`src/rtl/bin2bcd_seq_pkg.sv`:
```
// Shared definitions for the sequential binary-to-BCD converter:
// FSM state encoding, BCD digit constants and the add-3 helper.
package bin2bcd_seq_pkg;

  // Conversion sequencer states
  typedef enum logic [1:0] {
    ST_IDLE  = 2'd0,
    ST_SHIFT = 2'd1,
    ST_DONE  = 2'd2
  } state_e;

  // Largest legal BCD digit, used to saturate on overflow
  localparam logic [3:0] BCD_NINE   = 4'h9;

  // Digits at or above this value are corrected before each shift
  localparam logic [3:0] ADJ_THRESH = 4'd5;

  // Double-dabble correction: a digit >= 5 would become >= 10 after the
  // shift, so adding 3 first makes the shift carry into the next digit.
  function automatic logic [3:0] adjDigit(input logic [3:0] digit);
    return (digit >= ADJ_THRESH) ? (digit + 4'd3) : digit;
  endfunction

endpackage

```
`src/rtl/bin2bcd_seq_if.sv`:
```
// Start/done handshake and result bus of the binary-to-BCD converter.
// The requester drives start/bin; the converter returns busy, done and
// the registered result fields.
interface bin2bcd_seq_if #(
  parameter int BIN_W  = 32,
  parameter int DIGITS = 8
);

  logic                  start;
  logic [BIN_W-1:0]      bin;
  logic                  busy;
  logic                  done;
  logic [4*DIGITS-1:0]   bcd;
  logic [DIGITS-1:0]     digit_en;
  logic                  ovf;

  // Requester side (score logic / testbench)
  modport master (
    output start,
    output bin,
    input  busy,
    input  done,
    input  bcd,
    input  digit_en,
    input  ovf
  );

  // Converter side
  modport slave (
    input  start,
    input  bin,
    output busy,
    output done,
    output bcd,
    output digit_en,
    output ovf
  );

endinterface

```
`src/rtl/bin2bcd_seq_bcd_digit_adj.sv`:
```
// Single-digit "if >= 5 then +3" corrector. Purely combinational; the
// top level instantiates one per BCD digit of the shift register.
module bcd_digit_adj
  import bin2bcd_seq_pkg::*;
(
  input  logic [3:0] digit_i,
  output logic [3:0] digit_o
);

  // Pre-shift correction of one BCD digit
  always_comb begin
    digit_o = adjDigit(digit_i);
  end

endmodule

```
`src/rtl/bin2bcd_seq.sv`:
```
// Iterative binary-to-BCD converter (double dabble), one input bit per
// clock. A conversion takes BIN_W shift cycles plus one cycle to register
// the result, saturates to all nines when the value does not fit in
// DIGITS digits, and produces a leading-zero mask for the display scanner.
module bin2bcd_seq
  import bin2bcd_seq_pkg::*;
#(
  parameter int BIN_W  = 32,
  parameter int DIGITS = 8
) (
  input  logic          clk,
  input  logic          rst,
  bin2bcd_seq_if.slave  bus
);

  localparam int CNT_W = $clog2(BIN_W + 1);
  localparam int BCD_W = 4 * DIGITS;

  state_e              state_q,     state_d;
  logic [BIN_W-1:0]    binSr_q,     binSr_d;
  logic [BCD_W-1:0]    bcdSr_q,     bcdSr_d;
  logic                ovfSticky_q, ovfSticky_d;
  logic [CNT_W-1:0]    cnt_q,       cnt_d;

  logic                busy_q,      busy_d;
  logic                done_q,      done_d;
  logic                ovf_q,       ovf_d;
  logic [BCD_W-1:0]    bcd_q,       bcd_d;
  logic [DIGITS-1:0]   digitEn_q,   digitEn_d;

  logic [BCD_W-1:0]    bcdAdj;
  logic [DIGITS-1:0]   digitEnRaw;
  logic                acceptStart;
  logic                lastShift;

  // One add-3 corrector per digit of the BCD shift register
  for (genvar g = 0; g < DIGITS; g++) begin : gAdj
    bcd_digit_adj uAdj (
      .digit_i (bcdSr_q[4*g +: 4]),
      .digit_o (bcdAdj[4*g +: 4])
    );
  end

  // A digit is significant if it or any more-significant digit is nonzero
  always_comb begin : pDigitEn
    logic seen;
    seen       = 1'b0;
    digitEnRaw = '0;
    for (int i = DIGITS - 1; i >= 0; i--) begin
      seen          = seen | (bcdSr_q[4*i +: 4] != 4'd0);
      digitEnRaw[i] = seen;
    end
    digitEnRaw[0] = 1'b1;
  end

  // A new request is taken when idle or in the result cycle, never mid-shift
  always_comb begin
    acceptStart = bus.start && ((state_q == ST_IDLE) || (state_q == ST_DONE));
    lastShift   = (cnt_q == CNT_W'(BIN_W - 1));
  end

  // Sequencer next state, datapath updates and result capture
  always_comb begin
    state_d     = state_q;
    binSr_d     = binSr_q;
    bcdSr_d     = bcdSr_q;
    ovfSticky_d = ovfSticky_q;
    cnt_d       = cnt_q;
    busy_d      = busy_q;
    done_d      = 1'b0;
    ovf_d       = ovf_q;
    bcd_d       = bcd_q;
    digitEn_d   = digitEn_q;

    case (state_q)
      ST_IDLE: begin
        state_d = ST_IDLE;
      end

      ST_SHIFT: begin
        bcdSr_d     = {bcdAdj[BCD_W-2:0], binSr_q[BIN_W-1]};
        binSr_d     = {binSr_q[BIN_W-2:0], 1'b0};
        ovfSticky_d = ovfSticky_q | bcdAdj[BCD_W-1];
        cnt_d       = cnt_q + CNT_W'(1);
        if (lastShift) begin
          state_d = ST_DONE;
          busy_d  = 1'b0;
        end
      end

      ST_DONE: begin
        bcd_d     = ovfSticky_q ? {DIGITS{BCD_NINE}} : bcdSr_q;
        digitEn_d = ovfSticky_q ? {DIGITS{1'b1}} : digitEnRaw;
        ovf_d     = ovfSticky_q;
        done_d    = 1'b1;
        state_d   = ST_IDLE;
      end

      default: begin
        state_d = ST_IDLE;
        busy_d  = 1'b0;
      end
    endcase

    // Loading a new operand overrides the working registers; the result
    // captured above in the DONE cycle still comes from the old operand.
    if (acceptStart) begin
      binSr_d     = bus.bin;
      bcdSr_d     = '0;
      ovfSticky_d = 1'b0;
      cnt_d       = '0;
      state_d     = ST_SHIFT;
      busy_d      = 1'b1;
    end
  end

  // State, datapath and output registers; reset aborts any conversion
  always_ff @(posedge clk or posedge rst) begin
    if (rst) begin
      state_q     <= ST_IDLE;
      binSr_q     <= '0;
      bcdSr_q     <= '0;
      ovfSticky_q <= 1'b0;
      cnt_q       <= '0;
      busy_q      <= 1'b0;
      done_q      <= 1'b0;
      ovf_q       <= 1'b0;
      bcd_q       <= '0;
      digitEn_q   <= DIGITS'(1);
    end else begin
      state_q     <= state_d;
      binSr_q     <= binSr_d;
      bcdSr_q     <= bcdSr_d;
      ovfSticky_q <= ovfSticky_d;
      cnt_q       <= cnt_d;
      busy_q      <= busy_d;
      done_q      <= done_d;
      ovf_q       <= ovf_d;
      bcd_q       <= bcd_d;
      digitEn_q   <= digitEn_d;
    end
  end

  assign bus.busy     = busy_q;
  assign bus.done     = done_q;
  assign bus.bcd      = bcd_q;
  assign bus.digit_en = digitEn_q;
  assign bus.ovf      = ovf_q;

endmodule
```
`src/flat_wrapper.sv`:
```
// flat-port wrapper written by rule: the top's interface ports become plain ports
module bin2bcd_seq_flat import bin2bcd_seq_pkg::*;
#(
  parameter int BIN_W  = 32,
  parameter int DIGITS = 8
)
  (clk, rst, bus_start, bus_bin, bus_busy, bus_done, bus_bcd, bus_digit_en, bus_ovf);
  bin2bcd_seq_if #(.BIN_W(BIN_W), .DIGITS(DIGITS)) bus_i ();
  input  logic clk;
  input  logic rst;
  input wire logic [$bits(bus_i.start)-1:0] bus_start;
  input wire logic [$bits(bus_i.bin)-1:0] bus_bin;
  output wire logic [$bits(bus_i.busy)-1:0] bus_busy;
  output wire logic [$bits(bus_i.done)-1:0] bus_done;
  output wire logic [$bits(bus_i.bcd)-1:0] bus_bcd;
  output wire logic [$bits(bus_i.digit_en)-1:0] bus_digit_en;
  output wire logic [$bits(bus_i.ovf)-1:0] bus_ovf;
  assign bus_i.start = bus_start;
  assign bus_i.bin = bus_bin;
  assign bus_busy = bus_i.busy;
  assign bus_done = bus_i.done;
  assign bus_bcd = bus_i.bcd;
  assign bus_digit_en = bus_i.digit_en;
  assign bus_ovf = bus_i.ovf;
  bin2bcd_seq #(.BIN_W(BIN_W), .DIGITS(DIGITS)) u_core (.clk(clk), .rst(rst), .bus(bus_i));
endmodule
```
`config.mk`:
```
export PLATFORM = sky130hd
export DESIGN_NAME = bin2bcd_seq_flat
export DESIGN_NICKNAME = d
export VERILOG_FILES = /design/src/rtl/bin2bcd_seq_pkg.sv /design/src/rtl/bin2bcd_seq_if.sv /design/src/rtl/bin2bcd_seq_bcd_digit_adj.sv /design/src/rtl/bin2bcd_seq.sv /design/src/flat_wrapper.sv
export SDC_FILE = /design/constraint.sdc
export NUM_CORES = 1
export LEC_CHECK = 0
export ABC_AREA = 1
export CAP_MARGIN = 5
export CELL_PAD_IN_SITES_DETAIL_PLACEMENT = 0
export CELL_PAD_IN_SITES_GLOBAL_PLACEMENT = 1
export CORE_MARGIN = 5
export CORE_UTILIZATION = 41
export CTS_CLUSTER_DIAMETER = 60
export CTS_CLUSTER_SIZE = 10
export DETAILED_ROUTE_END_ITERATION = 10
export PLACE_DENSITY = 0.79
export RECOVER_POWER = 100
export SLEW_MARGIN = 5
export SYNTH_ARGS = -nofsm -noshare
export SYNTH_HDL_FRONTEND = slang
export SYNTH_HIERARCHICAL = 1
export SYNTH_SLANG_ARGS = --single-unit
```
`constraint.sdc`:
```
create_clock -name clk -period 5.8 [get_ports clk]
set_input_delay 1.45 -clock clk [delete_from_list [all_inputs] [get_ports clk]]
set_output_delay 1.45 -clock clk [all_outputs]
set_load 0.005 [all_outputs]
```
Word level (Yosys, flattened, before mapping)
Index checks and enable logic that the tools add are counted.
{"block": "classes", "addsub": 9, "magnitude_cmp": 8, "n_eq_ne": 5, "muxes": 25, "bitwise_logic": 7, "reduce_logical": 13}
{"operator": "32-bit 2-to-1 mux", "n": 5}
{"operator": "4-bit by 2-bit adder with 4-bit output, second input constant", "n": 8}
{"operator": "4-bit by 3-bit >= comparator with 1-bit output, second input constant", "n": 8}
{"operator": "4-bit 2-to-1 mux", "n": 8}
{"operator": "4-bit nonzero test", "n": 7}
{"operator": "6-bit 2-to-1 mux", "n": 2}
{"operator": "8-bit 2-to-1 mux", "n": 1}
{"operator": "1-bit bitwise OR", "n": 7}
{"operator": "6-bit by 1-bit adder with 6-bit output, second input constant", "n": 1}
{"operator": "6-bit by 5-bit == test with 1-bit output, second input constant", "n": 1}
{"operator": "2-bit 2-to-1 mux", "n": 3}
{"operator": "1-bit 2-to-1 mux", "n": 5}
{"operator": "3-bit by 1-bit inequality test with 1-bit output, second input constant", "n": 1}
{"operator": "2-bit by 1-bit == test with 1-bit output, second input constant", "n": 1}
{"operator": "2-bit == test, second input constant", "n": 1}
{"operator": "2-bit zero test", "n": 1}
{"operator": "2-bit by 1-bit inequality test with 1-bit output, second input constant", "n": 1}
{"operator": "1-bit case mux with 2 select lines", "n": 1}
{"operator": "2-bit AND reduction", "n": 1}
{"operator": "2-bit nonzero test", "n": 1}
{"operator": "2-bit OR reduction", "n": 1}
{"operator": "1-bit logical AND", "n": 1}
{"operator": "1-bit logical OR", "n": 1}
{"block": "totals", "regBits": 116, "input_bits": 35, "output_inout_bits": 43, "elab_cells": 77}

Depth between registers and ports, before layout
{"block": "logic_depth", "ltp_word": 8, "depth_mapped": 9, "mapped_depth_nobuf": 9}

By module
The synthesis kept the hierarchy.
{"module": "bin2bcd_seq", "n_inst": 1, "cells_each": 484, "area_each_um2": 4613.2, "seq_area_each_um2": 2877.8}
{"module": "bcd_digit_adj", "n_inst": 8, "cells_each": 23, "area_each_um2": 135.1, "seq_area_each_um2": 0.0}

Worst setup path after synthesis
No wires, ideal clock.
{"block": "synth_timing", "kind": "in2reg", "from": "input port bus_start", "to": "register u_core.binSr_q[10]", "setup_time_ns": 0.139, "t_arrival_ns": 2.129, "t_required_ns": 5.661, "slack_ns": 3.532, "stages": 6, "path_buffers": 1, "path_cell_list": "inv_1 nor2_2 inv_2 nand2_2 buf_2 o221ai_1"}
{"block": "synth_between", "elab_chain_len": 2, "word_cells_on_any_way": 3, "classes_between": "mux: 1; reduce/logical: 2"}
{"element": "start, declared", "line": "flat_wrapper.sv:11", "rtl": "input wire logic [$bits(bus_i.start)-1:0] bus_start;"}
{"element": "1-bit logical AND *", "line": "bin2bcd_seq.sv:58", "rtl": "acceptStart = bus.start && ((state_q == ST_IDLE) || (state_q == ST_DONE));"}
{"element": "32-bit 2-to-1 mux or 2-bit nonzero test (tied branches)"}
{"element": "end signal, assigned", "line": "bin2bcd_seq.sv:132", "rtl": "binSr_q <= binSr_d;"}
{"element": "end, declared", "line": "bin2bcd_seq.sv:20", "rtl": "logic [BIN_W-1:0] binSr_q, binSr_d;"}
Every way passes the cells marked *; elsewhere a longest branch is shown, timed or not.
A chain may end at the register's enable or synchronous reset.

Worst setup path after layout
{"block": "layout_timing", "from": "register u_core.state_q[0]", "to": "register u_core.bcd_q[25] (netlist: u_core/bus.bcd[25])"}
{"block": "layout_between", "elab_chain_len": 1}
{"element": "start, declared", "line": "bin2bcd_seq.sv:19", "rtl": "state_e state_q, state_d;"}
{"element": "start signal, assigned", "line": "bin2bcd_seq.sv:131", "rtl": "state_q <= state_d;"}
{"element": "2-bit == test", "line": "bin2bcd_seq.sv:75", "rtl": "case (state_q)"}
{"element": "end signal, assigned", "line": "bin2bcd_seq.sv:128", "rtl": "bcd_q <= '0;"}
{"element": "end signal, assigned", "line": "bin2bcd_seq.sv:139", "rtl": "bcd_q <= bcd_d;"}
{"element": "end, declared", "line": "bin2bcd_seq.sv:28", "rtl": "logic [BCD_W-1:0] bcd_q, bcd_d;"}
Every way passes these cells.

==> metrics <==
Post-synth ARST share 100%; flops & latches, synth 115; Worst EP required 6110 ps; clk_skew 14.9 ps; Crit path arrival time 4520 ps; initial core utilization 41.3%; pin count of the biggest net entering global routing 82; DRC viols 0; setup violators final 0; total gr overflow 0; Slew @ Worst Pin 2030 ps; power density cells 538 nW/um^2; fin. max-slew vios 91; number of synthesized flops with an enable pin 0; die height 128 microns; Power Total 0.00386 W; Seq/Total Area, Yosys 50.5%; DIE AREA 16300 sq um; Reg2Reg Depth 5; Cell variety after synth 28; CTS Buffer Depth 2; CTS tree yes; clock network power share 28.0%; Reg clk slew, reported paths 60 ps; Cell Rows 43; metal2 WL 6.26 mm; RD Place Congestion 0.790; Inserted Diodes 0; Die Span X 128 microns; crit end category register; pre-CTS worst setup slack 2230 ps; first-pass GRT wire length 22.3 mm; total wire length 13.0 mm; final hold slack 477 ps; vias in the first global route 4682; commonest non-fill, non-tap cell in the layout nand2_1; most frequent cells in the layout nand2_1 (160), dfrtp_1 (115), inv_1 (96); antenna viol nets, final 0; Top FF cell, synth dfrtp_1; syn avg cell area 8.52 sq um; status finished with violations; P_int 0.00235 W; Logic pwr share 39.1%; final worst slack 1600 ps; Area after DPL 6570 sq um; clk sink count 115; kind of critical path reg2reg; RSZ-0062 raised after global routing no; Syn Nets 720; Port Buffer Count 76; layout cells sized above 1 11.1%; YS warnings 6; post-route setup TNS 0 ps; Via density 4.99; Boundary Pins 78; Max VDD drop 0.000229 V; failing checks capacitance limit, slew limit; WL met1 5.95 mm; initial DRC count 281; core area 13800 sq um; Synth Cell Area 5690 sq um; initial antenna violation count 0; H-Tree Depth 4; max-cap viol count 2; met3 wire length 648 microns; worst hold path type reg2reg; crit-path max FO 27; reg2reg start u_core/state_q[0]; CTS Buf Count 17; clock latency on the worst-skew pair 410 ps; CP startpoint kind register; worst setup path endpoint u_core/bus.bcd[25]; leakage dissipation 3.29 nW; HPWL after detailed placement 8.77 mm; Switch Pwr 0.00151 W; CP Launch Point u_core/state_q[0]; Fin. Hold Viols 0; Max Fclk 0.238 GHz; final instance area 7170 sq um; Gates resized, CTS repair 0; hold_buf cts 0; capture point of the worst reg-to-reg path u_core/bus.bcd[25]; Tcrit/Tclk final 72.4%; total track usage 16.8%; clk root buf clkbuf_16; First-pass DRT Iterations 5; fin crit period 4200 ps; DR top layer met4; Final #Nets 793; switching share of power 39.2%; synth-to-layout area growth 25.9%; Worst R2R Setup Slack 1600 ps; Post-CTS Setup Bufs 0; post-DR wirelength/cell 13.9 microns; Sequential Power Share 32.9%; Gate Count Post-Synth 668; Max-slew headroom -35.9%; vias post-DR 4659
[synth_stat cells (3+ instances only)]
cell	instances	share of area [%]
nor2_1	52	3.4
o211ai_1	3	0.40
nand4_1	3	0.33
o22ai_1	3	0.33
o21ai_1	15	1.3
ha_1	17	3.7
o221ai_1	27	4.2
o21ai_2	8	1.2
buf_2	14	1.2
clkbuf_1	5	0.33
dfrtp_1	115	51
nand2_2	10	1.1
inv_1	94	6.2
a21oi_2	8	1.2
nor2_4	18	3.6
a21oi_1	19	1.7
buf_4	3	0.40
inv_2	12	0.79
nand3_1	19	1.7
o21ai_0	58	5.1
nand2_1	158	10
[registers in the layout (all words and copies together) (netlist names), 2 cells and up]
name / cells
u_core/bcdSr_q: 32
u_core/binSr_q: 32
u_core/bus.bcd: 32
u_core/bus.digit_en: 7
u_core/cnt_q: 6
u_core/state_q: 2
[power by group through the flow]
stage	logic, W	registers (W)	clock network (W)
after floorplan	0.00123	0.00123	0
after global placement	0.00146	0.00127	0
after detailed placement	0.00152	0.00128	0
after CTS	0.00154	0.00127	0.00110
after global routing	0.00174	0.00131	0.00114
final	0.00151	0.00127	0.00108
[per-layer routing]
metal,up-vias,track usage [%]
met5,-,0
met4,0,5.56
met3,10,3.92
met2,112,27.4
met1,2243,22.1
li1,2294,-
[stage by stage]
step,util (%),instances
detailed placement,47.7,902
finish,52.1,934
CTS,52.2,934
global route,52.1,934
global placement,47.7,902
floorplan,-,668
[how the worst min path moves through the flow]
stage | from | to | slack, ps | cells past startpoint
2_1_floorplan | u_core/cnt_q[3] | u_core/cnt_q[3] | 460 | 1
3_3_place_gp | u_core/bus.digit_en[4] | u_core/bus.digit_en[4] | 460 | 2
3_5_place_dp | u_core/bus.digit_en[7] | u_core/bus.digit_en[7] | 470 | 2
4_1_cts | u_core/bus.digit_en[7] | u_core/bus.digit_en[7] | 490 | 2
5_1_grt | u_core/bus.bcd[22] | u_core/bus.bcd[22] | 490 | 2
6_report | u_core/bus.digit_en[7] | u_core/bus.digit_en[7] | 480 | 2
[area by class of cell]
cell class / count / area, sq um
repair buffers: 78 / 772
clock inverters: 12 / 155
flip-flops and latches: 115 / 2880
multi-input cells: 423 / 2270
clock buffers: 20 / 467
fillers: 1314 / 6600
inverters: 106 / 400
well taps: 180 / 225
[logic make-up after synthesis]
family,share of synthesized area (%)
buf+inv,9.21
compound gates,15.8
fa+ha+maj,3.74
other cells,0.0659
flops,50.5
simple gates,20.7
[worst max-delay path, stage by stage, from the launching register on]
cell and delay [ps]:
dfrtp_1 420, nor2_1 1460, inv_1 1010, nor2_4 690, inv_2 270, o21ai_0 230
No activity file was read; power rests on OpenSTA's default activity.
